==> config.mk <==
export PLATFORM = sky130hd
export DESIGN_NAME = l_conversion_revers
export DESIGN_NICKNAME = d
export VERILOG_FILES = /design/src/rtl/kuz_pkg.sv /design/src/rtl/kuz_r_inv_step.sv /design/src/rtl/l_conversion_revers.sv
export SDC_FILE = /design/constraint.sdc
export NUM_CORES = 1
export LEC_CHECK = 0
export BUFFER_PORTS_ARGS = -buffer_cell sky130_fd_sc_hd__buf_4
export CORE_ASPECT_RATIO = 1.4
export CORE_MARGIN = 10
export CORE_UTILIZATION = 45
export CTS_BUF_LIST = sky130_fd_sc_hd__clkbuf_8
export CTS_CLUSTER_SIZE = 14
export DETAILED_ROUTE_END_ITERATION = 6
export PLACE_DENSITY = 0.7
export SYNTH_ARGS = -nofsm -noshare
export SYNTH_HDL_FRONTEND = slang
export SYNTH_SLANG_ARGS = --single-unit
==> constraint.sdc <==
create_clock -name clk -period 3.24 [get_ports clk]
set_clock_uncertainty 0.15 [all_clocks]
set_input_delay 0.648 -clock clk [delete_from_list [all_inputs] [get_ports clk]]
set_output_delay 0.648 -clock clk [all_outputs]
set_load 0.02 [all_outputs]
==> src/rtl/kuz_pkg.sv <==
// Shared types, constants and GF(2^8) helper for the Kuznyechik inverse linear layer.
package kuz_pkg;

   typedef logic [127:0] block_t;

   typedef enum logic [1:0] {
      KUZ_IDLE,
      KUZ_BUSY,
      KUZ_DONE
   } kuz_state_t;

   localparam logic [7:0] KUZ_POLY = 8'hC3;

   // Index 15 holds c15, so the coefficient index matches the byte position.
   localparam logic [15:0][7:0] KUZ_L_COEF = {
      8'd148, 8'd32,  8'd133, 8'd16,  8'd194, 8'd192, 8'd1,   8'd251,
      8'd1,   8'd192, 8'd194, 8'd16,  8'd133, 8'd32,  8'd148, 8'd1
   };

   // Shift-and-add multiply; with a constant operand this folds to xtime/XOR logic.
   function automatic logic [7:0] gf_mul(input logic [7:0] a, input logic [7:0] b);
      logic [7:0] acc;
      logic [7:0] x;
      acc = '0;
      x   = a;
      for (int i = 0; i < 8; i++) begin
         if (b[i]) acc = acc ^ x;
         x = x[7] ? ((x << 1) ^ KUZ_POLY) : (x << 1);
      end
      return acc;
   endfunction

endpackage

==> src/rtl/kuz_r_inv_step.sv <==
// One combinational R^-1 step: left byte shift with l() of the rotated block appended as a0.
module kuz_r_inv_step
   import kuz_pkg::*;
(
   input  block_t i_block,
   output block_t o_block
);

   logic [15:0][7:0] w_b;
   logic [7:0]       w_l;

   // l() sees a14..a0 followed by a15, i.e. the block rotated left by one byte.
   assign w_b = {i_block[119:0], i_block[127:120]};

   always_comb begin
      w_l = '0;
      for (int i = 0; i < 16; i++) begin
         w_l = w_l ^ gf_mul(w_b[i], KUZ_L_COEF[i]);
      end
   end

   assign o_block = {i_block[119:0], w_l};

endmodule

==> src/rtl/l_conversion_revers.sv <==
// Iterative L^-1 for Kuznyechik decryption: STEPS_PER_CYCLE chained R^-1 steps per clock,
// one block in flight, valid/ready on both sides.
module l_conversion_revers
   import kuz_pkg::*;
#(
   parameter int STEPS_PER_CYCLE = 1
)(
   input  logic         clk,
   input  logic         rst_n,
   input  logic         in_valid,
   output logic         in_ready,
   input  logic [127:0] input_bytes,
   output logic         out_valid,
   input  logic         out_ready,
   output logic [127:0] output_bytes
);

   localparam int         N    = 16 / STEPS_PER_CYCLE;
   localparam logic [3:0] LAST = 4'(N - 1);

   kuz_state_t r_state;
   kuz_state_t w_next;
   block_t     r_work;
   block_t     r_out;
   logic [3:0] r_cnt;

   block_t w_chain [STEPS_PER_CYCLE + 1];

   assign w_chain[0] = r_work;

   for (genvar g = 0; g < STEPS_PER_CYCLE; g++) begin : g_step
      kuz_r_inv_step u_step (
         .i_block (w_chain[g]),
         .o_block (w_chain[g + 1])
      );
   end

   always_comb begin
      w_next = r_state;
      case (r_state)
         KUZ_IDLE: if (in_valid)       w_next = KUZ_BUSY;
         KUZ_BUSY: if (r_cnt == LAST)  w_next = KUZ_DONE;
         KUZ_DONE: if (out_ready)      w_next = KUZ_IDLE;
         default:                      w_next = KUZ_IDLE;
      endcase
   end

   always_ff @(posedge clk or negedge rst_n) begin
      if (!rst_n) begin
         r_state <= KUZ_IDLE;
         r_work  <= '0;
         r_out   <= '0;
         r_cnt   <= '0;
      end else begin
         r_state <= w_next;
         case (r_state)
            KUZ_IDLE: begin
               if (in_valid) begin
                  r_work <= input_bytes;
                  r_cnt  <= '0;
               end
            end
            KUZ_BUSY: begin
               r_work <= w_chain[STEPS_PER_CYCLE];
               r_cnt  <= r_cnt + 4'd1;
               if (r_cnt == LAST) r_out <= w_chain[STEPS_PER_CYCLE];
            end
            default: ;
         endcase
      end
   end

   assign in_ready     = (r_state == KUZ_IDLE);
   assign out_valid    = (r_state == KUZ_DONE);
   assign output_bytes = r_out;

endmodule
; Yosys cells after proc, flatten, opt, wreduce, memory -nomap -nowiden
; Index checks and enable logic that the tools add are counted.
; Widths: inputs -> output; s select.
[op_classes]
bitwise = 116
addsub = 1
eq_ne = 6
muxes = 89
n_reduce_logical = 5
[op_table]
columns = cell, n
row1 = $mux 8, 81
row2 = $not 4->4, 81
row3 = $xor 8x8->8, 35
row4 = $pmux 128 s2, 1
row5 = $mux 128, 1
row6 = $pmux 4 s2, 1
row7 = $mux 2, 3
row8 = $pmux 2 s3, 1
row9 = $add 4x1->4 const B, 1
row10 = $eq 4x4->1 const B, 1
row11 = $mux 4, 1
row12 = $ne 2x2->1 const B, 2
row13 = $reduce_and 2->1, 2
row14 = $reduce_and 3->1, 1
row15 = $eq 2x1->1 const B, 1
row16 = $eq 2x2->1 const B, 1
row17 = $logic_not 2->1, 1
row18 = $ne 2x1->1 const B, 1
row19 = $reduce_bool 2->1, 1
[word_totals]
register_bits = 262
in_bits = 132
elab_cells = 221

; Depth between registers and ports, before layout
[depth]
depth_word = 31
ltp_mapped = 8

; Modules after synthesis
; A second synthesis with hierarchy kept.
[unflattened]
cells_unflattened = 1324
hier_area_um2 = 15484.9
[by_module_without_submodules]
columns = mod, seq_area_each_um2, area_each_um2, instances, cells_each
row1 = l_conversion_revers, 6556.3, 12283.0, 1, 1010
row2 = kuz_r_inv_step, 0.0, 3201.8, 1, 314

; Least setup slack after synthesis
; No wires, ideal clock.
[synth_timing]
kind = reg2reg
start = register r_work[83]
end = register r_out[6] (netlist: output_bytes[6])
arrival_time_ps = 2144
period_less_slack_ps = 2429
required_time_ps = 2955
path_stages_with_launch = 8
slack_ps = 811
path_cell_list = dfrtp_1 > xnor2_1 > xnor3_1 > xnor2_2 > xnor2_1 > xnor3_1 > xnor2_1 > o21ai_0
[synth_via]
elab_chain_len = 16
word_cells_on_any_way = 17
[synth_rtl]
columns = element, line_no
row1 = "start, declared", l_conversion_revers.sv:23  ; block_t r_work;
row2 = "start signal, assigned", l_conversion_revers.sv:59  ; r_work <= input_bytes;
row3 = "start signal, assigned", l_conversion_revers.sv:64  ; r_work <= w_chain[STEPS_PER_CYCLE];
row4 = $mux 8 (*) (2 in a row), kuz_pkg.sv:28  ; x = x[7] ? ((x << 1) ^ KUZ_POLY) : (x << 1);
row5 = $not 4->4 (no line), -
row6 = $mux 8 (*), kuz_pkg.sv:28
row7 = $not 4->4 (no line), -
row8 = $mux 8 (*) (2 in a row), kuz_pkg.sv:28
row9 = $not 4->4 (no line), -
row10 = $mux 8 (*), kuz_pkg.sv:28
row11 = $mux 8, kuz_pkg.sv:28
row12 = $xor 8x8->8 (*), kuz_pkg.sv:27  ; if (b[i]) acc = acc ^ x;
row13 = $xor 8x8->8 (*) (5 in a row), kuz_r_inv_step.sv:18  ; w_l = w_l ^ gf_mul(w_b[i], KUZ_L_COEF[i]);
row14 = "end signal, assigned", l_conversion_revers.sv:66  ; if (r_cnt == LAST) r_out <= w_chain[STEPS_PER_CYCLE];
row15 = "end, declared", l_conversion_revers.sv:24  ; block_t r_out;
; Mark *: on every way between the ends. The rest lies on a longest branch, timed or not.
; A chain may end at the register's enable or synchronous reset.

; Worst setup path after layout
[layout_timing]
start = register r_work[95]
end = register r_out[6] (netlist: output_bytes[6])
[layout_via]
elab_chain_len = 9
word_cells_on_any_way = 10
[layout_rtl]
columns = element, line_no
row1 = $mux 8 (*) (2 in a row), kuz_pkg.sv:28
row2 = $not 4->4 (no line) / $mux 8 (equally long branches), -
row3 = $mux 8 (*) (2 in a row), kuz_pkg.sv:28
row4 = $xor 8x8->8 (*) (4 in a row), kuz_r_inv_step.sv:18
; Marked as above.

==> results.txt <==
The height of the chip came out at 227 µm. The final-report hold violation count is 0. The worst hold path cell count came out at 2. The path with the worst hold slack has its endpoint at r_state[1]$_DFFE_PN0P_.

The number of synthesized register bits came out at 262. The final routed wire length divided by cell count is 22.1 µm. The final RePlAce weighted congestion came out at 0.912.

The flow ran to the end, and the final reports show no timing, DRC or antenna violations. The later pin in the worst-skew pair is clocked with a latency of 0.57 ns. The required time reported for the critical path endpoint came out at 3.52 ns. For this configuration, the core starts out at a cell density of 0.458. The combined area of all synthesized cells is 13800 µm². The upper clock frequency limit came out at 347 MHz. The cell count after synthesis came out at 1501.

For this run, design rule violations remaining after detail routing come to 0. The total via count in the routed design is 11500. The horizontal extent of the die came out at 168 µm. The CTS tree is yes. The path depth of the worst reg2reg path came out at 6. The highest net fanout along the worst path came out at 4. The placeable core region is 30000 µm². The overflow left after global routing is 0. The warning count from the yosys run is 0. The synthesis-to-finish area growth came out at 24.4%.

After clock tree synthesis, the clock-pin slew on the worst setup and hold paths is 0.06 ns. The startpoint type of the worst setup path is a register. The CTS sink count came out at 262. At the end of the flow, the number of nets in the layout was 1851.

The largest single stage delay on the critical path is 0.57 ns. The worst setup path is of the register to register kind. The number of slew-limit violations in the final report is 0. The deepest level of the CTS H-tree came out at 2. The number of search-and-repair iterations in the first detailed-routing pass is 5. Setup repair after global routing left no endpoint under its margin. In this run the worst setup path begins at r_work[95]$_DFFE_PN0P_.

The synthesized area per cell came out at 9.16 µm². The estimated wirelength of the detail-placed design came out at 34300 µm. The worst setup path is captured at a register. The count of endpoints failing setup in the final report is 0. The die covers 38100 µm². The first-pass GRT wire length came out at 71900 µm. The path category of the worst min-delay check is primary input to register. Of the cells placed in the final design, the portion with a size suffix greater than 1 is 0.211.

Yosys mapped the design onto 33 distinct sky130hd cell types. For this run, the leading register cell type out of synthesis is dfrtp_1. The via count of the first global-routing pass is 11800. The critical path data arrival time is 3.16 ns. The number of DRC violations after detailed-routing iteration 0 came out at 837. The number of port buffers came out at 261. Counting flops with an async set or reset pin after synthesis yields a share of 1.00. The library cell used as clock root buffer is clkbuf_8.

The pin count of the biggest net entering global routing is 129. The slew at the pin with the worst max-slew slack is 0.687 ns. The final wirelength came out at 47300 µm.

The signal on the critical path passes through xnor3_1 -> xnor2_1 -> xnor3_1 -> xnor3_1 -> xnor2_1 -> o21ai_0. The setup slack of the most critical reg-to-reg path came out at 0.36 ns. The number of violations of the max-capacitance limit is 0. The number of buffers on the longest clock path is 3. The part of the Yosys area used for sequential elements came out at 0.477.

The buffer and inverter count on the worst path came out at 0. In this run the tightest slew margin relative to its limit is 0.542. The global routing usage summed across all routing layers is 0.242.

The number of nets handed over by synthesis was 1634. After floorplanning, the core was divided into 75 placement rows. The slowest stage of the critical path belongs to the cell xnor3_1. Dividing the detail-routed via count by the number of cells gives 5.38.

For the final routed database, the setup TNS stands at 0 ns. The total of cells resized after clock tree synthesis is 0. The number of antenna violations at the first check in global routing came out at 1.

The shortest clock period the worst path allows after layout came out at 2.88 ns. The most numerous cell type found on the critical path is xnor3_1. The startpoint identified for the worst register-to-register timing path is r_work[95]$_DFFE_PN0P_. The number of buffers added by the clock tree synthesis step is 43.

The I/O pin count came out at 262. The dominant delay contributor by cell family on the critical path is XOR/XNOR gates. In this run the critical register-to-register path is captured at output_bytes[6]$_DFFE_PN0P_. The smallest hold slack is 0.137 ns. Counting flops with a built-in enable in the synthesized netlist gives 0. The final critical-path share of the clock period came out at 0.889. In this run the remaining antenna-violating nets after routing total 0.

The worst hold path begins at out_ready.
[logic make-up after synthesis]
logic type | after synthesis | share of synthesized area
flops | 262 | 0.477
simple gates | 631 | 0.219
fa+ha+maj | 1 | 0.000910
compound gates | 270 | 0.101
mux | 1 | 0.000728
xor+xnor | 219 | 0.169
buf+inv | 117 | 0.0330
[worst max path at each step]
stage          depth (start not counted)                     endpoint  slack [ns]
2_1_floorplan                          7  output_bytes[6]$_DFFE_PN0P_        0.81
3_3_place_gp                           7        r_work[2]$_DFFE_PN0P_        0.35
3_5_place_dp                           6  output_bytes[6]$_DFFE_PN0P_        0.34
4_1_cts                                6  output_bytes[6]$_DFFE_PN0P_        0.32
5_1_grt                                6  output_bytes[6]$_DFFE_PN0P_        0.23
6_report                               6  output_bytes[6]$_DFFE_PN0P_        0.36
[metal layers]
layer	vias up	global-route usage	part of all wire
li1	5350	-	-
met1	5640	0.294	0.40
met2	419	0.420	0.52
met3	88	0.0371	0.051
met4	0	0.0979	0.035
met5	-	0	0
[state kept, by name, summed over array words and instances, names as in the netlist]
signal,flops
r_state,2
r_cnt,4
output_bytes,128
r_work,128
[synth_stat cells, types with 2 or more instances]
library cell	instances	area, µm²
buf_1	10	37.5
buf_2	8	40.0
and3b_1	121	1060
clkbuf_1	95	357
a22o_1	3	26.3
a21oi_1	127	636
xor2_1	29	254
dfrtp_1	262	6560
xnor3_1	25	563
nor3b_1	2	15.0
xnor2_2	6	97.6
xnor2_1	158	1380
o21ai_0	134	671
or2_2	2	12.5
nand2b_1	3	18.8
inv_1	2	7.51
nor2_1	4	15.0
nand3b_1	4	30.0
nand2_1	491	1840
nand3_1	2	10.0
[per-stage QoR]
step | instances | cell area [µm²] | util | worst slack [ns]
finish | 2137 | 17100 | 0.570 | 0.361
global route | 2137 | 17100 | 0.570 | 0.229
CTS | 2136 | 17100 | 0.570 | 0.320
detailed placement | 2057 | 16100 | 0.535 | 0.337
global placement | 2057 | 16100 | 0.535 | 0.346
floorplan | 1501 | 13800 | - | 0.811
[cell type report]
cell class / instances / area [µm²]
Antenna cell: 1 / 2.50
Clock buffer: 62 / 853
Clock inverter: 16 / 171
Fill cell: 2699 / 12900
Inverter: 2 / 7.51
Multi-Input combinational cell: 1122 / 6760
Sequential cell: 262 / 6560
Tap cell: 385 / 482
Timing Repair Buffer: 287 / 2280
[placed cells by master, fill, tap and decap left out, types with 3 or more instances in the layout]
master / instances
and3b_1: 121
o21ai_0: 134
xnor2_1: 158
nand3b_1: 4
dfrtp_1: 260
a21oi_1: 127
clkinv_2: 5
clkbuf_8: 62
nor2_1: 3
buf_12: 9
xnor2_2: 6
nand2_1: 491
nand2b_1: 3
buf_4: 276
a22o_1: 3
bufinv_16: 4
xnor3_1: 25
xor2_1: 29
inv_1: 9
[worst register-to-register path: stages (launching register included)]
cell and delay [ns]:
dfrtp_1 0.50, xnor3_1 0.57, xnor2_1 0.41, xnor3_1 0.44
xnor3_1 0.36, xnor2_1 0.22, o21ai_0 0.10
[repair_timing]
item | CTS | global route
setup buffers | 0 | 0
hold endpoints to repair | 67 | 0
hold buffers | 1 | 0
Power is not shown: default switching activity piles up to over one toggle a cycle in this logic, so the estimate is an artifact.
